**config.mk**
```make
export PLATFORM = sky130hd
export DESIGN_NAME = win_sum16_flat
export DESIGN_NICKNAME = d
export VERILOG_FILES = /design/src/rtl/win_sum16_if.sv /design/src/rtl/win_sum16.sv /design/src/flat_wrapper.sv
export SDC_FILE = /design/constraint.sdc
export NUM_CORES = 1
export LEC_CHECK = 0
export CAP_MARGIN = 10
export CORE_MARGIN = 1
export CORE_UTILIZATION = 55
export CTS_CLUSTER_DIAMETER = 200
export DETAILED_ROUTE_END_ITERATION = 7
export MAX_ROUTING_LAYER = met4
export PLACE_DENSITY = 0.74
export SYNTH_ARGS = -nofsm -noshare
export SYNTH_HDL_FRONTEND = slang
export SYNTH_SLANG_ARGS = --single-unit
```
**constraint.sdc**
```tcl
create_clock -name clk -period 9.8 [get_ports clk]
set_input_delay 1.96 -clock clk [delete_from_list [all_inputs] [get_ports clk]]
set_output_delay 1.96 -clock clk [all_outputs]
set_load 0.01 [all_outputs]
```
**src/rtl/win_sum16_if.sv**
```systemverilog
// Sample-stream bus between the upstream generator and the windowed-sum block.
// The master drives samples and clear; the slave returns the window results.
interface win_sum16_if #(
    parameter int DW    = 9,
    parameter int LOG2N = 4
);
    localparam int SW = DW + LOG2N;

    logic [DW-1:0] din;
    logic          din_vld;
    logic          clr;
    logic [SW-1:0] sum_out;
    logic [DW-1:0] avg_out;
    logic          dout_vld;
    logic          full;

    modport master (
        output din, din_vld, clr,
        input  sum_out, avg_out, dout_vld, full
    );

    modport slave (
        input  din, din_vld, clr,
        output sum_out, avg_out, dout_vld, full
    );
endinterface

```
**src/rtl/win_sum16.sv**
```systemverilog
// Running sum and truncated mean over the last 2^LOG2N accepted samples,
// kept with a circular buffer and an add-newest/subtract-oldest accumulator.
module win_sum16 #(
    parameter int DW    = 9,
    parameter int LOG2N = 4
) (
    input logic       clk,
    input logic       res,
    win_sum16_if.slave bus
);
    localparam int N  = 1 << LOG2N;
    localparam int SW = DW + LOG2N;
    localparam logic [LOG2N:0] FILL_LAST = (LOG2N+1)'(N - 1);
    localparam logic [LOG2N:0] FILL_MAX  = (LOG2N+1)'(N);

    typedef enum logic {FILL, RUN} state_t;

    state_t           state, state_nxt;
    logic [LOG2N-1:0] wp, wp_nxt;
    logic [LOG2N:0]   fill, fill_nxt;
    logic [SW-1:0]    acc, acc_nxt;
    logic             dout_vld, dout_vld_nxt;
    logic             we;
    logic [DW-1:0]    oldest;
    logic [SW:0]      din_ext, old_ext, acc_ext;

    logic [DW-1:0] sample_mem [N];

    always_ff @(posedge clk) begin
        if (res) begin
            state    <= FILL;
            wp       <= '0;
            fill     <= '0;
            acc      <= '0;
            dout_vld <= 1'b0;
        end else begin
            state    <= state_nxt;
            wp       <= wp_nxt;
            fill     <= fill_nxt;
            acc      <= acc_nxt;
            dout_vld <= dout_vld_nxt;
        end
    end

    // Storage is never reset: an entry is only read after it has been written.
    always_ff @(posedge clk) begin
        if (we && !res) begin
            sample_mem[wp] <= bus.din;
        end
    end

    always_comb begin
        state_nxt    = state;
        wp_nxt       = wp;
        fill_nxt     = fill;
        acc_nxt      = acc;
        dout_vld_nxt = 1'b0;
        we           = 1'b0;
        oldest       = sample_mem[wp];
        din_ext      = {{(SW+1-DW){1'b0}}, bus.din};
        old_ext      = {{(SW+1-DW){1'b0}}, oldest};
        acc_ext      = {1'b0, acc};

        if (bus.clr) begin
            state_nxt = FILL;
            wp_nxt    = '0;
            fill_nxt  = '0;
            acc_nxt   = '0;
        end else if (bus.din_vld) begin
            we     = 1'b1;
            wp_nxt = wp + LOG2N'(1);
            case (state)
                FILL: begin
                    acc_nxt  = SW'(acc_ext + din_ext);
                    fill_nxt = fill + (LOG2N+1)'(1);
                    if (fill == FILL_LAST) begin
                        state_nxt    = RUN;
                        fill_nxt     = FILL_MAX;
                        dout_vld_nxt = 1'b1;
                    end
                end
                RUN: begin
                    // The oldest sample sits at wp and is read before this edge overwrites it.
                    acc_nxt      = SW'(acc_ext + din_ext - old_ext);
                    dout_vld_nxt = 1'b1;
                end
                default: state_nxt = FILL;
            endcase
        end
    end

    assign bus.sum_out  = acc;
    assign bus.avg_out  = acc[SW-1:LOG2N];
    assign bus.dout_vld = dout_vld;
    assign bus.full     = (state == RUN);
endmodule

```
**src/flat_wrapper.sv**
```systemverilog
// flat-port wrapper written by rule: the top's interface ports become plain ports
module win_sum16_flat 
#(
    parameter int DW    = 9,
    parameter int LOG2N = 4
)
  (clk, res, bus_din, bus_din_vld, bus_clr, bus_sum_out, bus_avg_out, bus_dout_vld, bus_full);
  win_sum16_if #(.DW(DW), .LOG2N(LOG2N)) bus_i ();
  input logic clk;
  input logic res;
  input wire logic [$bits(bus_i.din)-1:0] bus_din;
  input wire logic [$bits(bus_i.din_vld)-1:0] bus_din_vld;
  input wire logic [$bits(bus_i.clr)-1:0] bus_clr;
  output wire logic [$bits(bus_i.sum_out)-1:0] bus_sum_out;
  output wire logic [$bits(bus_i.avg_out)-1:0] bus_avg_out;
  output wire logic [$bits(bus_i.dout_vld)-1:0] bus_dout_vld;
  output wire logic [$bits(bus_i.full)-1:0] bus_full;
  assign bus_i.din = bus_din;
  assign bus_i.din_vld = bus_din_vld;
  assign bus_i.clr = bus_clr;
  assign bus_sum_out = bus_i.sum_out;
  assign bus_avg_out = bus_i.avg_out;
  assign bus_dout_vld = bus_i.dout_vld;
  assign bus_full = bus_i.full;
  win_sum16 #(.DW(DW), .LOG2N(LOG2N)) u_core (.clk(clk), .res(res), .bus(bus_i));
endmodule
```
==> results of run 1 <==
-- layout make-up --
class                      count  area [um2]  area share (%)
clock buffer                  20       446.7           5.089
multi-input combinational    266        2586           29.47
inverter                      19       71.32          0.8125
timing repair buffer          39       382.9           4.362
tap                          176       220.2           2.509
sequential                   172        4886           55.67
clock inverter                12       183.9           2.096
-- cell families after synthesis --
kind of cell,after synthesis
AOI/OAI and AO/OA,78
xor gates and xnor gates,15
adders and majority gates,26
buffers and inverters,47
DFF,172
muxes,56
and+or+nand+nor,91
-- per-stage QoR --
step	instances	instance area (um2)	utilization (%)	setup slack, ns
final	704	8777	65.24	4.274
after global routing	704	8777	65.24	4.045
after CTS	704	8777	65.24	4.345
after detailed placement	672	8147	60.56	3.909
after global placement	672	8147	60.56	4.037
after floorplan	485	7694	-	5.057
-- critical path: stages --
cell and delay [ns]:
clkdlybuf4s50_1 0.68, ha_1 0.37, fa_1 0.43, a211oi_1 0.32, o21bai_1 0.12, a21oi_1 0.19
xnor2_1 0.11, ha_1 0.41, o21a_1 0.15, o211ai_1 0.10, a31oi_1 0.31, nor4_1 0.12
or4_1 0.54, nand3_1 0.08
-- sequential cells by signal (all words and copies together) (netlist names), named ones only --
name,flops
u_core.fill,5
u_core.bus.sum_out,13
u_core.bus.full,1
u_core.sample_mem,144
u_core.wp,4
u_core.bus.dout_vld,1
-- power by group through the flow --
stage	Clock, mW	Sequential, mW	Combinational, mW
floorplan	0	0.815	0.0949
global placement	0	0.815	0.132
detailed placement	0	0.815	0.135
CTS	0.720	0.800	0.136
global route	0.746	0.800	0.150
finish	0.713	0.800	0.137
-- metal layers --
| metal | vias to the layer above | routed length [um] | global-route usage (%) |
|---|---|---|---|
| met5 | - | 0 | - |
| met4 | 0 | 532 | 13.12 |
| met3 | 33 | 851 | 4.151 |
| met2 | 148 | 8198 | 40.70 |
| met1 | 2184 | 6775 | 30.34 |
| li1 | 1958 | - | - |
-- cells in the final DEF (no fill, tap or decap), types with 3 or more instances in the layout --
cell	count
nand2_1	14
o21ai_0	13
nor3_1	7
clkbuf_16	17
clkdlybuf4s50_1	36
a21oi_1	22
edfxtp_1	144
inv_6	3
nor2_1	25
or3_1	3
ha_1	24
a21o_1	7
nand2b_1	4
a31oi_1	3
o21a_1	6
xnor2_1	9
and3_1	3
nor4_1	4
mux4_2	45
and2_1	16
bufinv_16	4
buf_4	3
inv_1	19
dfxtp_1	27
xor2_1	6
a211oi_1	6
o211ai_1	3
mux2i_1	10
-- worst min-delay path by stage --
stage	start	to	slack [ns]
6_report	u_core.fill[3]	u_core.fill[3]	0.51
5_1_grt	u_core.fill[3]	u_core.fill[3]	0.54
4_1_cts	u_core.fill[3]	u_core.fill[3]	0.50
3_5_place_dp	u_core.fill[3]	u_core.fill[3]	0.49
3_3_place_gp	u_core.fill[4]	u_core.fill[4]	0.47
2_1_floorplan	u_core.fill[4]	u_core.fill[4]	0.45
==> results.yml, run 1 <==
grt:
  grt_first_pass_wirelength_um: 24650
  antenna_found_initial: 0
  gr-total-overflow: 0
  grt_pass1_vias: 4324
  gr-usage-all-layers_pct: 25.02
  grt_max_degree: 37
power:
  powerDensity_nw_per_um2: 187.9
  p_int_mw: 1.293
  combPwrFrac_pct: 8.3
  power.static_leakage_nw: 2.924
  ir_drop_uv: 151.5
  seq_power_share_pct: 48.5
  switching_power_uw: 356.3
  swShare_pct: 21.60
  p_clk_share_pct: 43.2
  p_total_mw: 1.649
die:
  io_pins: 37
  die_height_um: 120.3
  die_w_um: 120.3
  dieArea_um2: 14460
  num_rows: 42
  core-area_um2: 13450
  start_util_pct: 57.19
clock_tree:
  post_cts_buffers: 0
  clkLatencyLatePin_ns: 0.42
  max-clock-path-buffers: 2
  cts_hold_buf: 0
  ctsResizeCount: 0
  clkTransAtPathRegs_ns: 0.07
  htreeDepth: 4
  cts_buffers: 17
  cts_tree: "yes"
  cts_root_buf: "clkbuf_16"
  clkSinkCount: 172
setup_path:
  crit_start: "bus_din[0]"
  cp-end-kind: "flop"
  reg2reg_slack_ns: 5.70
  path_class: "in -> reg"
  critical_path_arrival_ns: 5.89
  reg2regPathDepth: 11
  crit_required_ns: 10.17
  crit_path_max_fanout: 17
  worstReg2RegEnd: "u_core.bus.sum_out[9]"
  endpoint: "u_core.bus.sum_out[11]"
  critPathLaunchType: "primary input"
yosys:
  yosys.area_share.adder_pct: 4.423
  synth_top_area_share_pct: 56.20
  synth_seq_cells: 172
  yosys.area.top_type: "edfxtp_1"
  async_reset_ff_share_pct: 0
  synth_compound_area_share_pct: 6.668
  synth-edff-count: 144
  synth_top_family_by_area: "multiplexers"
  yosysSeqAreaShare_pct: 63.49
  synth.avg_cell_area_um2: 15.86
  yosys-top-cells-count: "144 x edfxtp_1, 45 x mux4_2, 28 x dfxtp_1"
  synth_mux_area_share_pct: 14.62
  syn_area_um2: 7694
  synth_flop_cell: "edfxtp_1"
  ys_types: 54
  synth-simple-area-share_pct: 6.196
  synth_most_common_cell: "edfxtp_1"
  post_synth_inst_count: 485
  synth_nets: 524
  synth_xor_area_share_pct: 1.708
  synthTopCellsByArea: "edfxtp_1 56%, mux4_2 13%, dfxtp_1 7.3%, ha_1 3.9%, a21oi_1 1.4%"
  yosysWarnings: 0
detailed_routing:
  ant_nets: 0
  dr.pass1.iters: 5
  drt_wl_total_um: 16360
  drc: 0
  via_per_inst: 6.141
  drt_iter0_markers: 371
  routedWlPerCell_um: 23.24
  route.vias.total: 4323
run:
  max_cap_viol_count: 0
place:
  gp_congestion: 0.8551
  post-dp-hpwl_um: 10430
  io_buffers: 36
hold_path:
  hp-class: "reg -> reg"
  holdPathStages: 2
final_layout:
  drive_gt1_share_pct: 15.91
  n_antenna_cell: 0
  fill_cells: 945
  areaGrowthSynthToFinish_pct: 14.08
  nets: 554
timing:
  hold_viol: 0
  slew_headroom_pct: 42.96
  setup_tns_ns: 0
  tightest_slew_ns: 0.8524
  fin_skew_ns: 0.005898
  setup_viol: 0
  slew_viol_final: 0
  hold_slack_ns: 0.5082
  period_minus_slack_ns: 5.526
  post-route-period-util_pct: 56.39
  fmax_mhz: 181.0
  rsz0062_at_grt: "no"
run_status:
  status: "completed"
(Power assumes the default switching activity.)
==> inputs of run 2 (changes only) <==
==> constraint.sdc (replaced) <==
create_clock -name clk -period 5.25 [get_ports clk]
set_input_delay 1.05 -clock clk [delete_from_list [all_inputs] [get_ports clk]]
set_output_delay 1.05 -clock clk [all_outputs]
set_load 0.01 [all_outputs]
==> run 2 against run 1 <==
First-iteration DRC count grew 34%. Critical path depth fell by 1. Non-clock buffer count increased by 6. Die area unchanged. Worst hold slack got worse by 0.013 ns. Final cell count is 0.85% higher. Via count rose by 0.95%. Flip-flop and latch count did not move. Sequential share of layout area is 0.14 points lower. Register-to-register slack worse by 4.5 ns. Clock skew is 0.0050 ns higher. Setup slack worse by 3.4 ns. Critical path type unchanged. Largest cell class unchanged. Largest power group unchanged.
==> results.yml, run 2 (same netlist as run 1, synthesis figures left out) <==
run_status:
  status: "completed"
place:
  dp_cells: 678
  dp_slack_ns: 0.4703
  placed_cell_area_um2: 8204
  gp_congestion: 0.8701
  io_buffers: 36
  post-dp-hpwl_um: 10430
die:
  die_height_um: 120.3
  core-area_um2: 13450
  num_rows: 42
  die_w_um: 120.3
  dieArea_um2: 14460
  io_pins: 37
  start_util_pct: 57.19
timing:
  period_minus_slack_ns: 4.389
  hold_slack_ns: 0.4947
  rsz0062_at_grt: "no"
  slew_headroom_pct: 45.89
  fin_skew_ns: 0.01085
  post-route-period-util_pct: 83.60
  slew_viol_final: 0
  tightest_slew_ns: 0.8106
  setup_viol: 0
  fmax_mhz: 227.8
  setup_tns_ns: 0
  hold_viol: 0
  timing.final.ws_setup_ns: 0.8609
detailed_routing:
  drc: 0
  dr.pass1.iters: 5
  via_per_inst: 6.146
  wl_met3_um: 995
  wl_met1_um: 6754
  route.top_layer_used: "met4"
  route.vias.total: 4364
  drt_wl_total_um: 16120
  drt_iter0_markers: 496
  wl_met2_um: 7995
  routedWlPerCell_um: 22.71
  ant_nets: 0
final_layout:
  layout.cells.non_filler: 710
  drive_gt1_share_pct: 17.04
  largest-register: "u_core.sample_mem"
  fin_area_um2: 8800
  largest_register_ff_count: 144
  fill_cells: 947
  mostFrequentLayoutCell: "edfxtp_1"
  final_cell_mix: "144 x edfxtp_1, 45 x mux4_2, 36 x clkdlybuf4s50_1, 27 x dfxtp_1, 25 x nor2_1"
  n_antenna_cell: 0
  nets: 560
  areaGrowthSynthToFinish_pct: 14.38
grt:
  grt_pass1_vias: 4355
  gr-usage-all-layers_pct: 25.18
  grt_first_pass_wirelength_um: 24980
  grt_max_degree: 37
  gr-total-overflow: 0
  antenna_found_initial: 0
clock_tree:
  cts_hold_buf: 0
  clkLatencyLatePin_ns: 0.43
  max-clock-path-buffers: 2
  clkSinkCount: 172
  cts_buffers: 17
  ctsResizeCount: 0
  clkTransAtPathRegs_ns: 0.07
  htreeDepth: 4
  cts_tree: "yes"
  cts_root_buf: "clkbuf_16"
  post_cts_buffers: 0
power:
  p_int_mw: 2.309
  p_clk_share_pct: 41.7
  power.static_leakage_nw: 2.927
  ir_drop_uv: 308.0
  swShare_pct: 23.08
  combPwrFrac_pct: 8.5
  switching_power_uw: 692.9
  powerDensity_nw_per_um2: 341.1
  seq_power_share_pct: 49.8
setup_path:
  crit_required_ns: 5.62
  critPathLaunchType: "primary input"
  worstReg2RegEnd: "u_core.bus.sum_out[9]"
  reg2regPathDepth: 10
  path_class: "in -> reg"
  critical_path_arrival_ns: 4.76
  crit_path_max_fanout: 17
  reg2reg_slack_ns: 1.22
  cp-end-kind: "flop"
run:
  max_cap_viol_count: 0
hold_path:
  hold_start: "u_core.fill[3]"
  worstHoldEndpoint: "u_core.fill[3]"
  holdPathStages: 2
  hp-class: "reg -> reg"
-- run 2: changes by cell type in the layout (fill, tap and decap cells not counted) --
cell        delta
buf_4          +5
clkbuf_1       -2
clkinv_4       +3
clkinvlp_4     +3
inv_6          -2
clkinv_8       +1
bufinv_16      -2
clkinv_2       -1
clkinv_1       +1
buf_12         +1
clkbuf_8       -1
-- run 2: worst max-delay path, cell delays in order --
cell	delay, ns
clkdlybuf4s50_1	0.84
ha_1	0.41
a211oi_1	0.32
o21bai_1	0.12
a21oi_1	0.19
xnor2_1	0.11
ha_1	0.40
o21a_1	0.16
o211ai_1	0.10
a31oi_1	0.32
nor4_1	0.12
or4_1	0.53
nand3_1	0.08
-- run 2: metrics by stage --
stage | util [%] | total power, mW
2_1_floorplan | - | 1.698
3_3_place_gp | 60.98 | 1.771
3_5_place_dp | 60.98 | 1.778
4_1_cts | 65.41 | 3.014
5_1_grt | 65.41 | 3.093
6_report | 65.41 | 3.002
-- run 2: worst max-delay path by stage --
| stage | to | cells after the start | slack, ns | from |
|---|---|---|---|---|
| after global routing | u_core.bus.sum_out[12] | 13 | 0.58 | bus_din[6] |
| after floorplan | u_core.bus.sum_out[9] | 13 | 1.42 | bus_din[0] |
| after CTS | u_core.bus.sum_out[11] | 13 | 0.91 | bus_din[2] |
| final | u_core.bus.sum_out[11] | 13 | 0.86 | bus_din[2] |
| after detailed placement | u_core.bus.sum_out[11] | 13 | 0.47 | bus_din[2] |
| after global placement | u_core.bus.sum_out[11] | 13 | 0.61 | bus_din[2] |
-- run 2: area by class of cell --
class	instances	area, um2	share of cell area [%]
Sequential cell	172	4886	55.52
Multi-Input combinational cell	266	2586	29.39
Timing Repair Buffer	45	440.4	5.005
Clock buffer	17	425.4	4.834
Tap cell	176	220.2	2.502
Clock inverter	15	170.2	1.934
Inverter	19	71.32	0.8105
-- run 2: routing by layer --
layer / GRT usage [%] / vias up
met5: - / -
met4: 10.42 / 0
met3: 4.670 / 32
met2: 39.04 / 161
met1: 33.16 / 2191
li1: - / 1980
-- run 2: power by group through the flow --
stage	Sequential [mW]	Clock [mW]	Combinational [mW]
6_report	1.50	1.25	0.254
4_1_cts	1.50	1.26	0.253
2_1_floorplan	1.52	0	0.177
3_3_place_gp	1.53	0	0.245
5_1_grt	1.50	1.32	0.278
3_5_place_dp	1.53	0	0.251
==> inputs of run 3 (changes only) <==
--- a/config.mk
+++ b/config.mk
@@ -7,11 +7,11 @@
 export LEC_CHECK = 0
 export CAP_MARGIN = 10
 export CORE_MARGIN = 1
-export CORE_UTILIZATION = 55
+export CORE_UTILIZATION = 54
 export CTS_CLUSTER_DIAMETER = 200
 export DETAILED_ROUTE_END_ITERATION = 7
 export MAX_ROUTING_LAYER = met4
-export PLACE_DENSITY = 0.74
+export PLACE_DENSITY = 0.75
 export SYNTH_ARGS = -nofsm -noshare
 export SYNTH_HDL_FRONTEND = slang
 export SYNTH_SLANG_ARGS = --single-unit
==> constraint.sdc (replaced) <==
create_clock -name clk -period 4 [get_ports clk]
set_input_delay 0.8 -clock clk [delete_from_list [all_inputs] [get_ports clk]]
set_output_delay 0.8 -clock clk [all_outputs]
set_load 0.01 [all_outputs]
==> run 3 against run 2 <==
Register-to-register slack got worse by 0.89 ns. Critical path type unchanged. Non-clock buffer count is 25 higher. Global-route usage down 0.68 points. Final cell count is 4.4% higher. Sequential share of layout area decreased by 1.3 points. Critical endpoint is now u_core.bus.sum_out[9]. Largest power group unchanged. Count of clock-buffer cells in the layout did not move. Routed wire length grew 0.61%.
==> results.yml, run 3 (same netlist as run 1, synthesis figures left out) <==
timing:
  period_minus_slack_ns: 3.872
  hold_slack_ns: 0.4917
  setup_tns_ns: 0
  setup_viol: 0
  fin_skew_ns: 0.01229
  tightest_slew_ns: 0.5996
  fmax_mhz: 258.2
  slew_viol_final: 0
  rsz0062_at_grt: "no"
  post-route-period-util_pct: 96.81
  hold_viol: 0
  timing.final.ws_setup_ns: 0.1275
  slew_headroom_pct: 60.02
detailed_routing:
  drt_iter0_markers: 377
  via_per_inst: 6.005
  route.vias.total: 4450
  dr.pass1.iters: 5
  drc: 0
  ant_nets: 0
  drt_wl_total_um: 16220
  routedWlPerCell_um: 21.89
power:
  combPwrFrac_pct: 9.7
  p_total_mw: 3.958
  swShare_pct: 23.84
  powerDensity_nw_per_um2: 439.1
  ir_drop_uv: 327.9
  p_clk_share_pct: 40.9
  p_int_mw: 3.014
  seq_power_share_pct: 49.4
  switching_power_uw: 943.6
  power.static_leakage_nw: 3.070
place:
  post-dp-hpwl_um: 10900
  gp_congestion: 0.9733
  dp_slack_ns: -0.3250
  io_buffers: 36
  dp_cells: 707
grt:
  gr-total-overflow: 0
  gr-usage-all-layers_pct: 24.50
  grt_max_degree: 37
  antenna_found_initial: 2
  grt_pass1_vias: 4430
  grt_first_pass_wirelength_um: 24760
die:
  die_w_um: 121.4
  start_util_pct: 55.43
  num_rows: 43
  core-area_um2: 13880
  io_pins: 37
  die_height_um: 121.4
  dieArea_um2: 14730
run_status:
  status: "completed"
setup_path:
  crit_slowest_cell: "clkdlybuf4s50_1"
  critPathMostFrequentCell: "ha_1"
  critical_path_arrival_ns: 4.25
  crit_path_max_incr_delay_ns: 0.44
  cp_cell_sequence: "clkdlybuf4s50_1 -> ha_1 -> fa_1 -> a211oi_2 -> o21bai_1 -> a21oi_1 -> xnor2_1 -> ha_1 -> o21a_1 -> o211ai_1 -> a31oi_1 -> or3_1 -> a311oi_1 -> a41o_1"
  cp-end-kind: "flop"
  crit_required_ns: 4.37
  critPathLaunchType: "primary input"
  path_class: "in -> reg"
  crit_path_max_fanout: 4
  reg2reg_slack_ns: 0.33
final_layout:
  areaGrowthSynthToFinish_pct: 17.17
  layout.cells.non_filler: 741
  nets: 585
  largest_register_ff_count: 144
  largest-register: "u_core.sample_mem"
  mostFrequentLayoutCell: "edfxtp_1"
  drive_gt1_share_pct: 21.29
  final_cell_mix: "144 x edfxtp_1, 45 x mux4_2, 36 x clkdlybuf4s50_1, 31 x buf_4, 27 x dfxtp_1"
clock_tree:
  cts_tree: "yes"
  post_cts_buffers: 0
  max-clock-path-buffers: 2
  clkTransAtPathRegs_ns: 0.07
  cts_root_buf: "clkbuf_16"
  clkLatencyLatePin_ns: 0.43
  htreeDepth: 4
  cts_buffers: 17
  clkSinkCount: 172
run:
  max_cap_viol_count: 0
hold_path:
  hp-class: "reg -> reg"
-- run 3: cell count changes in the layout (fill, tap and decap cells not counted), sizes merged --
cell,change
buf,+25
inv,+7
clkinv,-3
clkinvlp,-3
diode,+2
bufinv,-1
-- run 3: what timing repair did --
item / CTS / global route
hold buffers: 0 / 0
setup endpoints to repair: 0 / 4
resized for setup: 0 / 2
-- run 3: power groups by stage --
| stage | combinational, mW | clock, mW | sequential (mW) |
|---|---|---|---|
| floorplan | 0.233 | 0 | 2.00 |
| global route | 0.419 | 1.70 | 1.96 |
| global placement | 0.362 | 0 | 1.99 |
| finish | 0.383 | 1.62 | 1.96 |
| CTS | 0.378 | 1.63 | 1.96 |
| detailed placement | 0.375 | 0 | 2.00 |
-- run 3: final cells by class --
cell class                 count  area (um2)
sequential                   172        4886
fill                         962        4866
multi-input combinational    266        2596
timing repair buffer          70       653.1
clock buffer                  17       425.4
tap                          180       225.2
clock inverter                15       152.6
inverter                      19       71.32
antenna                        2       5.005
-- run 3: path summary, 6_finish.rpt --
check	start	endpoint	depth (start not counted)
worst max-delay path	bus_din[0]	u_core.bus.sum_out[9]	14
worst min-delay path	u_core.fill[3]	u_core.fill[3]	2
worst max register to register	flop	u_core.bus.sum_out[9]	11
worst min register to register	u_core.fill[3]	u_core.fill[3]	2
-- run 3: through the flow --
stage                     utilization, %  area, um2
final                              64.95       9015
after global placement             60.67       8422
after floorplan                        -       7694
after detailed placement           60.67       8422
after global routing               64.95       9015
after CTS                          64.84       9000
-- run 3: layer usage --
layer	global-route usage (%)	up-vias	part of all wire (%)
li1	-	2029	-
met1	29.37	2245	41
met2	40.06	154	52
met3	6.438	22	4.9
met4	8.796	0	1.6
met5	-	-	0
-- run 3: worst max-delay path: cells and delay by family --
family | cells | cell delay (ns)
compound gates | 8 | 1.47
simple gates | 1 | 0.43
xor+xnor | 1 | 0.17
buf+inv | 1 | 0.44
fa+ha+maj | 3 | 0.95
